## src/rtl/stepper_pkg.sv

```systemverilog
// Shared stepper definitions: speed codes, coil table, direction.
// Used by the speed selector and by step_drive_gen.
package stepper_pkg;

   localparam logic [2:0] SPD_STOP = 3'd0;
   localparam logic [2:0] SPD_10   = 3'd1;
   localparam logic [2:0] SPD_20   = 3'd2;
   localparam logic [2:0] SPD_30   = 3'd3;
   localparam logic [2:0] SPD_40   = 3'd4;
   localparam logic [2:0] SPD_50   = 3'd5;
   localparam logic [2:0] SPD_60   = 3'd6;
   localparam logic [2:0] SPD_HALT = 3'd7;

   localparam logic DIR_FWD = 1'b0;
   localparam logic DIR_REV = 1'b1;

   // Entry 0 sits in the low nibble.
   localparam logic [7:0][3:0] COIL_SEQ = {
      4'b1001, 4'b0001, 4'b0011, 4'b0010,
      4'b0110, 4'b0100, 4'b1100, 4'b1000
   };

   function automatic logic spd_ok(input logic [2:0] s);
      return (s != SPD_STOP) && (s != SPD_HALT);
   endfunction

endpackage

```

## src/rtl/speed_sync.sv

```systemverilog
// Three-flop resynchroniser for the speed code; a code is adopted
// only after it has been seen unchanged on two consecutive clocks.
module speed_sync
   import stepper_pkg::*;
(
   input  logic       clk,
   input  logic       resetb,
   input  logic [2:0] spd_in,
   output logic [2:0] spd_out
);

   logic [2:0] s1_q, s2_q, s3_q, spd_q;
   logic [2:0] s1_d, s2_d, s3_d, spd_d;

   always_comb begin
      s1_d  = spd_in;
      s2_d  = s1_q;
      s3_d  = s2_q;
      spd_d = (s2_q == s3_q) ? s2_q : spd_q;
   end

   always_ff @(posedge clk or negedge resetb) begin
      if (!resetb) begin
         s1_q  <= SPD_10;
         s2_q  <= SPD_10;
         s3_q  <= SPD_10;
         spd_q <= SPD_10;
      end else begin
         s1_q  <= s1_d;
         s2_q  <= s2_d;
         s3_q  <= s3_d;
         spd_q <= spd_d;
      end
   end

   assign spd_out = spd_q;

endmodule

```

## src/rtl/step_drive_gen.sv

```systemverilog
// Stepper drive: phase accumulator sets the step rate from the
// synchronised speed code, then sequences and decodes the coils.
module step_drive_gen
   import stepper_pkg::*;
#(
   parameter int ACC_W     = 8,
   parameter int THRESH    = 12,
   parameter bit HALF_STEP = 1'b1,
   parameter bit HOLD_EN   = 1'b0
) (
   input  logic       clk,
   input  logic       resetb,
   input  logic [2:0] curr_speed,
   input  logic       enable,
   input  logic       dir,
   output logic       step_tick,
   output logic [2:0] phase_idx,
   output logic [3:0] coils,
   output logic       speed_valid
);

   localparam logic [ACC_W:0] THR      = (ACC_W + 1)'(THRESH);
   localparam logic [2:0]     IDX_STEP = HALF_STEP ? 3'd1 : 3'd2;
   localparam logic [2:0]     IDX_RST  = HALF_STEP ? 3'd0 : 3'd1;

   logic [2:0]       spd;
   logic             run;
   logic [ACC_W:0]   sum;
   logic [ACC_W-1:0] acc_q, acc_d;
   logic             tick_q, tick_d;
   logic [2:0]       idx_q, idx_d;
   logic [3:0]       coils_q, coils_d;

   speed_sync u_sync (
      .clk     (clk),
      .resetb  (resetb),
      .spd_in  (curr_speed),
      .spd_out (spd)
   );

   always_comb begin
      run    = enable && spd_ok(spd);
      sum    = {1'b0, acc_q} + (ACC_W + 1)'(spd);
      acc_d  = acc_q;
      tick_d = 1'b0;
      idx_d  = idx_q;
      if (!run) begin
         acc_d = '0;
      end else if (sum >= THR) begin
         // Keep the remainder so the long-run rate is exact.
         acc_d  = ACC_W'(sum - THR);
         tick_d = 1'b1;
         idx_d  = (dir == DIR_REV) ? idx_q - IDX_STEP
                                   : idx_q + IDX_STEP;
      end else begin
         acc_d = sum[ACC_W-1:0];
      end
      coils_d = (enable || HOLD_EN) ? COIL_SEQ[idx_d] : 4'b0000;
   end

   always_ff @(posedge clk or negedge resetb) begin
      if (!resetb) begin
         acc_q   <= '0;
         tick_q  <= 1'b0;
         idx_q   <= IDX_RST;
         coils_q <= 4'b0000;
      end else begin
         acc_q   <= acc_d;
         tick_q  <= tick_d;
         idx_q   <= idx_d;
         coils_q <= coils_d;
      end
   end

   assign step_tick   = tick_q;
   assign phase_idx   = idx_q;
   assign coils       = coils_q;
   assign speed_valid = spd_ok(spd);

endmodule

```

## config.mk

```make
export PLATFORM = sky130hd
export DESIGN_NAME = step_drive_gen
export DESIGN_NICKNAME = d
export VERILOG_FILES = /design/src/rtl/stepper_pkg.sv /design/src/rtl/speed_sync.sv /design/src/rtl/step_drive_gen.sv
export SDC_FILE = /design/constraint.sdc
export NUM_CORES = 1
export LEC_CHECK = 0
export ABC_CLOCK_PERIOD_IN_PS = 3000
export CAP_MARGIN = 20
export CORE_MARGIN = 5
export CORE_UTILIZATION = 50
export DETAILED_ROUTE_END_ITERATION = 10
export GPL_ROUTABILITY_DRIVEN = 0
export GPL_TIMING_DRIVEN = 1
export PLACE_DENSITY = 0.75
export SYNTH_ARGS = -nofsm -noshare
export SYNTH_HDL_FRONTEND = slang
export SYNTH_SLANG_ARGS = --single-unit
export TNS_END_PERCENT = 5
```

## constraint.sdc

```tcl
create_clock -name clk -period 3 [get_ports clk]
set_input_delay 0.6 -clock clk [delete_from_list [all_inputs] [get_ports clk]]
set_output_delay 0.6 -clock clk [all_outputs]
set_load 0.02 [all_outputs]
```

==> flow_summary.ini <==
[yosys]
synthArstFlopShare_pct = 100.0
synth_edf_count = 0
yosysWarnings = 0
syn_area_per_cell_sq_um = 10.95
synth-seq-cells = 28
yosysTopAreaCellShare_pct = 39.47
syn-instance-count = 139
synth_ff_type = dfrtp_1
syn_area_sq_um = 1521
yosysSeqAreaShare_pct = 46.38
ys_types = 45
syn_nets = 152
yosysTopAreaCell = dfrtp_1
synthTopCellsByArea = dfrtp_1 39%, dfstp_2 6.9%, xnor2_1 6.3%

[grt]
grt_pass1_wl_um = 5906
track_usage_pct = 17.64
grt_overflow_total = 0
grt_pass1_vias = 1338
antenna_found_initial = 0
grt_max_degree = 29

[clock_network]
clk_latency_ns = 0.34
clk_pin_slew_worst_paths_ns = 0.15
cts-root-buf = clkbuf_4
htree_levels = 1
numCtsBuffers = 3
cts_tree = done
clkSinkCount = 28
cts_buffer_depth = 2

[sta]
min_period_over_period_pct = 102.9
slew_headroom_pct = 73.24
layout_min_cycle_time_ns = 3.086
hold_violations = 0
setup_tns_ns = -0.1358
drv_slew = 0
timing.fmax_mhz = 324.1
skew_ns = 0.008731
postLayoutSetupSlackWorst_ns = -0.08585
setup_violations = 2
worst_slew_pin_slew_ns = 0.4005
rsz0062_at_grt = true

[worst_setup_path]
worstPathRequired_ns = 3.22
reg2reg_depth = 11
crit_slowest_cell = dfstp_2
crit_arrival_ns = 3.31
startpoint = u_sync.spd_out[0]
crit_family = compound AO/OA/AOI/OAI gates
path_cells = ha_4, inv_2, fa_2, and2b_4, o2111ai_1, mux2_4, a221o_1, a21o_4, a211oi_4, mux2i_2, o311ai_2
r2r_start = u_sync.spd_out[0]
cp.buffers_inverters = 1
reg2reg_to = coils[3]
cp_max_fo = 3
slowest_delay_ns = 0.58
path_depth = 11
crit_end = coils[3]
reg2reg_slack_ns = -0.09
startpoint_type = register
crit_path_end_kind = register
critPathKind = reg -> reg

[cells_and_area]
syn_to_final_growth_pct = 32.98
n_fill_cell = 224
n_antenna_cell = 0
multi_input_area_sq_um = 855.8
drive_gt1_share_pct = 30.94
final_design_area_no_fill_sq_um = 2023
fin_nets = 195
regArea_sq_um = 705.7

[min_path]
min_path_type = reg -> reg

[power_and_ir_drop]
peakVddDrop_v = 0.0007476
leakagePower_nw = 0.8780
p_per_area_nw_per_um2 = 1191
power_mw = 2.409

[floorplanning]
dieArea_sq_um = 4246
coreArea_sq_um = 2978
die_h_um = 65.16
ioPinCount = 16
die_x_um = 65.16
std_cell_rows = 20
initial_core_util_pct = 51.09

[routing]
avgViaCountPerCell = 5.650
ant_nets = 0
wl_per_cell_um = 15.48
drtPass1Iterations = 4
drc = 0
drtIter0Drc = 37
drt-total-wl_um = 3312
vias = 1209

[placement]
hpwlAfterDp_um = 2467
post-place-ws_ns = -0.1610
dpl-instance-area_sq_um = 1906
port_buffers = 15

[outcome]
violations = negative setup slack
status = finished with violations

[flow_run]
maxCapViolCount = 0
[cells in the final DEF (no fill, tap or decap), drive strengths merged, types with 2 or more instances in the layout]
cell / count
fa: 2
dfstp: 4
clkdlybuf4s50: 15
o311ai: 2
xor2: 3
nor2b: 2
buf: 25
mux2i: 4
dfrtp: 24
ha: 4
nand4b: 2
a211oi: 6
clkbuf: 3
and3: 6
nand3: 2
nor2: 18
a21oi: 7
inv: 8
xnor2: 11
o21ai: 5
nand2: 5
mux2: 4
a21o: 2
[through the flow]
step | hold WS, ns | instances | util [%]
3_3_place_gp | 0.3332 | 209 | 63.99
3_5_place_dp | 0.3356 | 209 | 63.99
4_1_cts | 0.3705 | 214 | 66.60
2_1_floorplan | 0.3044 | 139 | -
6_report | 0.3667 | 214 | 67.94
5_1_grt | 0.3807 | 214 | 67.94
[worst min path at each step]
stage	startpoint	to	slack [ns]	depth (start not counted)
6_report	u_sync.s1_q[1]	u_sync.s2_q[1]	0.37	0
5_1_grt	u_sync.s1_q[0]	u_sync.s2_q[0]	0.38	0
4_1_cts	u_sync.s1_q[1]	u_sync.s2_q[1]	0.37	0
3_5_place_dp	u_sync.s1_q[1]	u_sync.s2_q[1]	0.34	0
3_3_place_gp	u_sync.s1_q[2]	u_sync.s2_q[2]	0.33	0
2_1_floorplan	resetb	acc_q[0]	0.30	0
[flip-flops by register name, indices dropped and copies added (netlist names)]
name,count
acc_q,8
coils,4
phase_idx,3
u_sync.s1_q,3
u_sync.s2_q,3
u_sync.s3_q,3
u_sync.spd_out,3
step_tick,1
[Yosys cell counts (2+ instances only)]
library cell   n
a211oi_1       5
a21oi_1        6
and3_1         6
buf_2          2
dfrtp_1       24
dfstp_2        4
fa_1           2
ha_1           4
inv_1          7
mux2_2         3
mux2i_1        4
nand2_1        5
nand3_1        2
nand4b_1       2
nor2_1        17
nor2b_1        2
o21ai_0        4
xnor2_1       11
xor2_1         3
[cells by family (layout without fill, tap and decap cells)]
family | Yosys count | after routing | share of synthesized area (%)
AO/OA/AOI/OAI | 31 | 31 | 17.35
XOR/XNOR | 14 | 14 | 8.059
adder cells (fa/ha/maj) | 6 | 6 | 5.921
buffers and inverters | 10 | 52 | 2.632
flip-flops | 28 | 28 | 46.38
multiplexers | 8 | 8 | 5.592
AND/OR/NAND/NOR | 42 | 42 | 14.06
[worst reg2reg max path: stages, from the launching register on]
cell,delay (ns)
dfstp_2,0.58
ha_4,0.13
inv_2,0.03
fa_2,0.33
and2b_4,0.27
o2111ai_1,0.10
mux2_4,0.29
a221o_1,0.33
a21o_4,0.21
a211oi_4,0.30
mux2i_2,0.28
o311ai_2,0.13
[layout make-up]
type	instances	area share, %
Sequential cell	28	34.88
Clock buffer	3	1.113
Timing Repair Buffer	40	16.70
Clock inverter	1	1.484
Multi-Input combinational cell	101	42.30
Tap cell	33	2.041
Inverter	8	1.484
[per-layer routing]
metal	vias to the layer above	part of all wire, %	global-route usage (%)
li1	579	-	-
met4	0	1.1	6.477
met3	4	2.7	3.077
met2	26	52	32.24
met5	-	0	0
met1	600	44	20.46
[power by group]
group          internal, mW  switching (mW)
Combinational         0.798           0.773
Sequential            0.485          0.0971
Clock                 0.135           0.120
[what timing repair did]
action,in CTS,in global routing
pin swaps,4,1
hold buffers,0,0
endpoints found under the setup margin,10,12
buffers inserted,1,0
gates resized for setup,5,8
(Power assumes the default switching activity.)
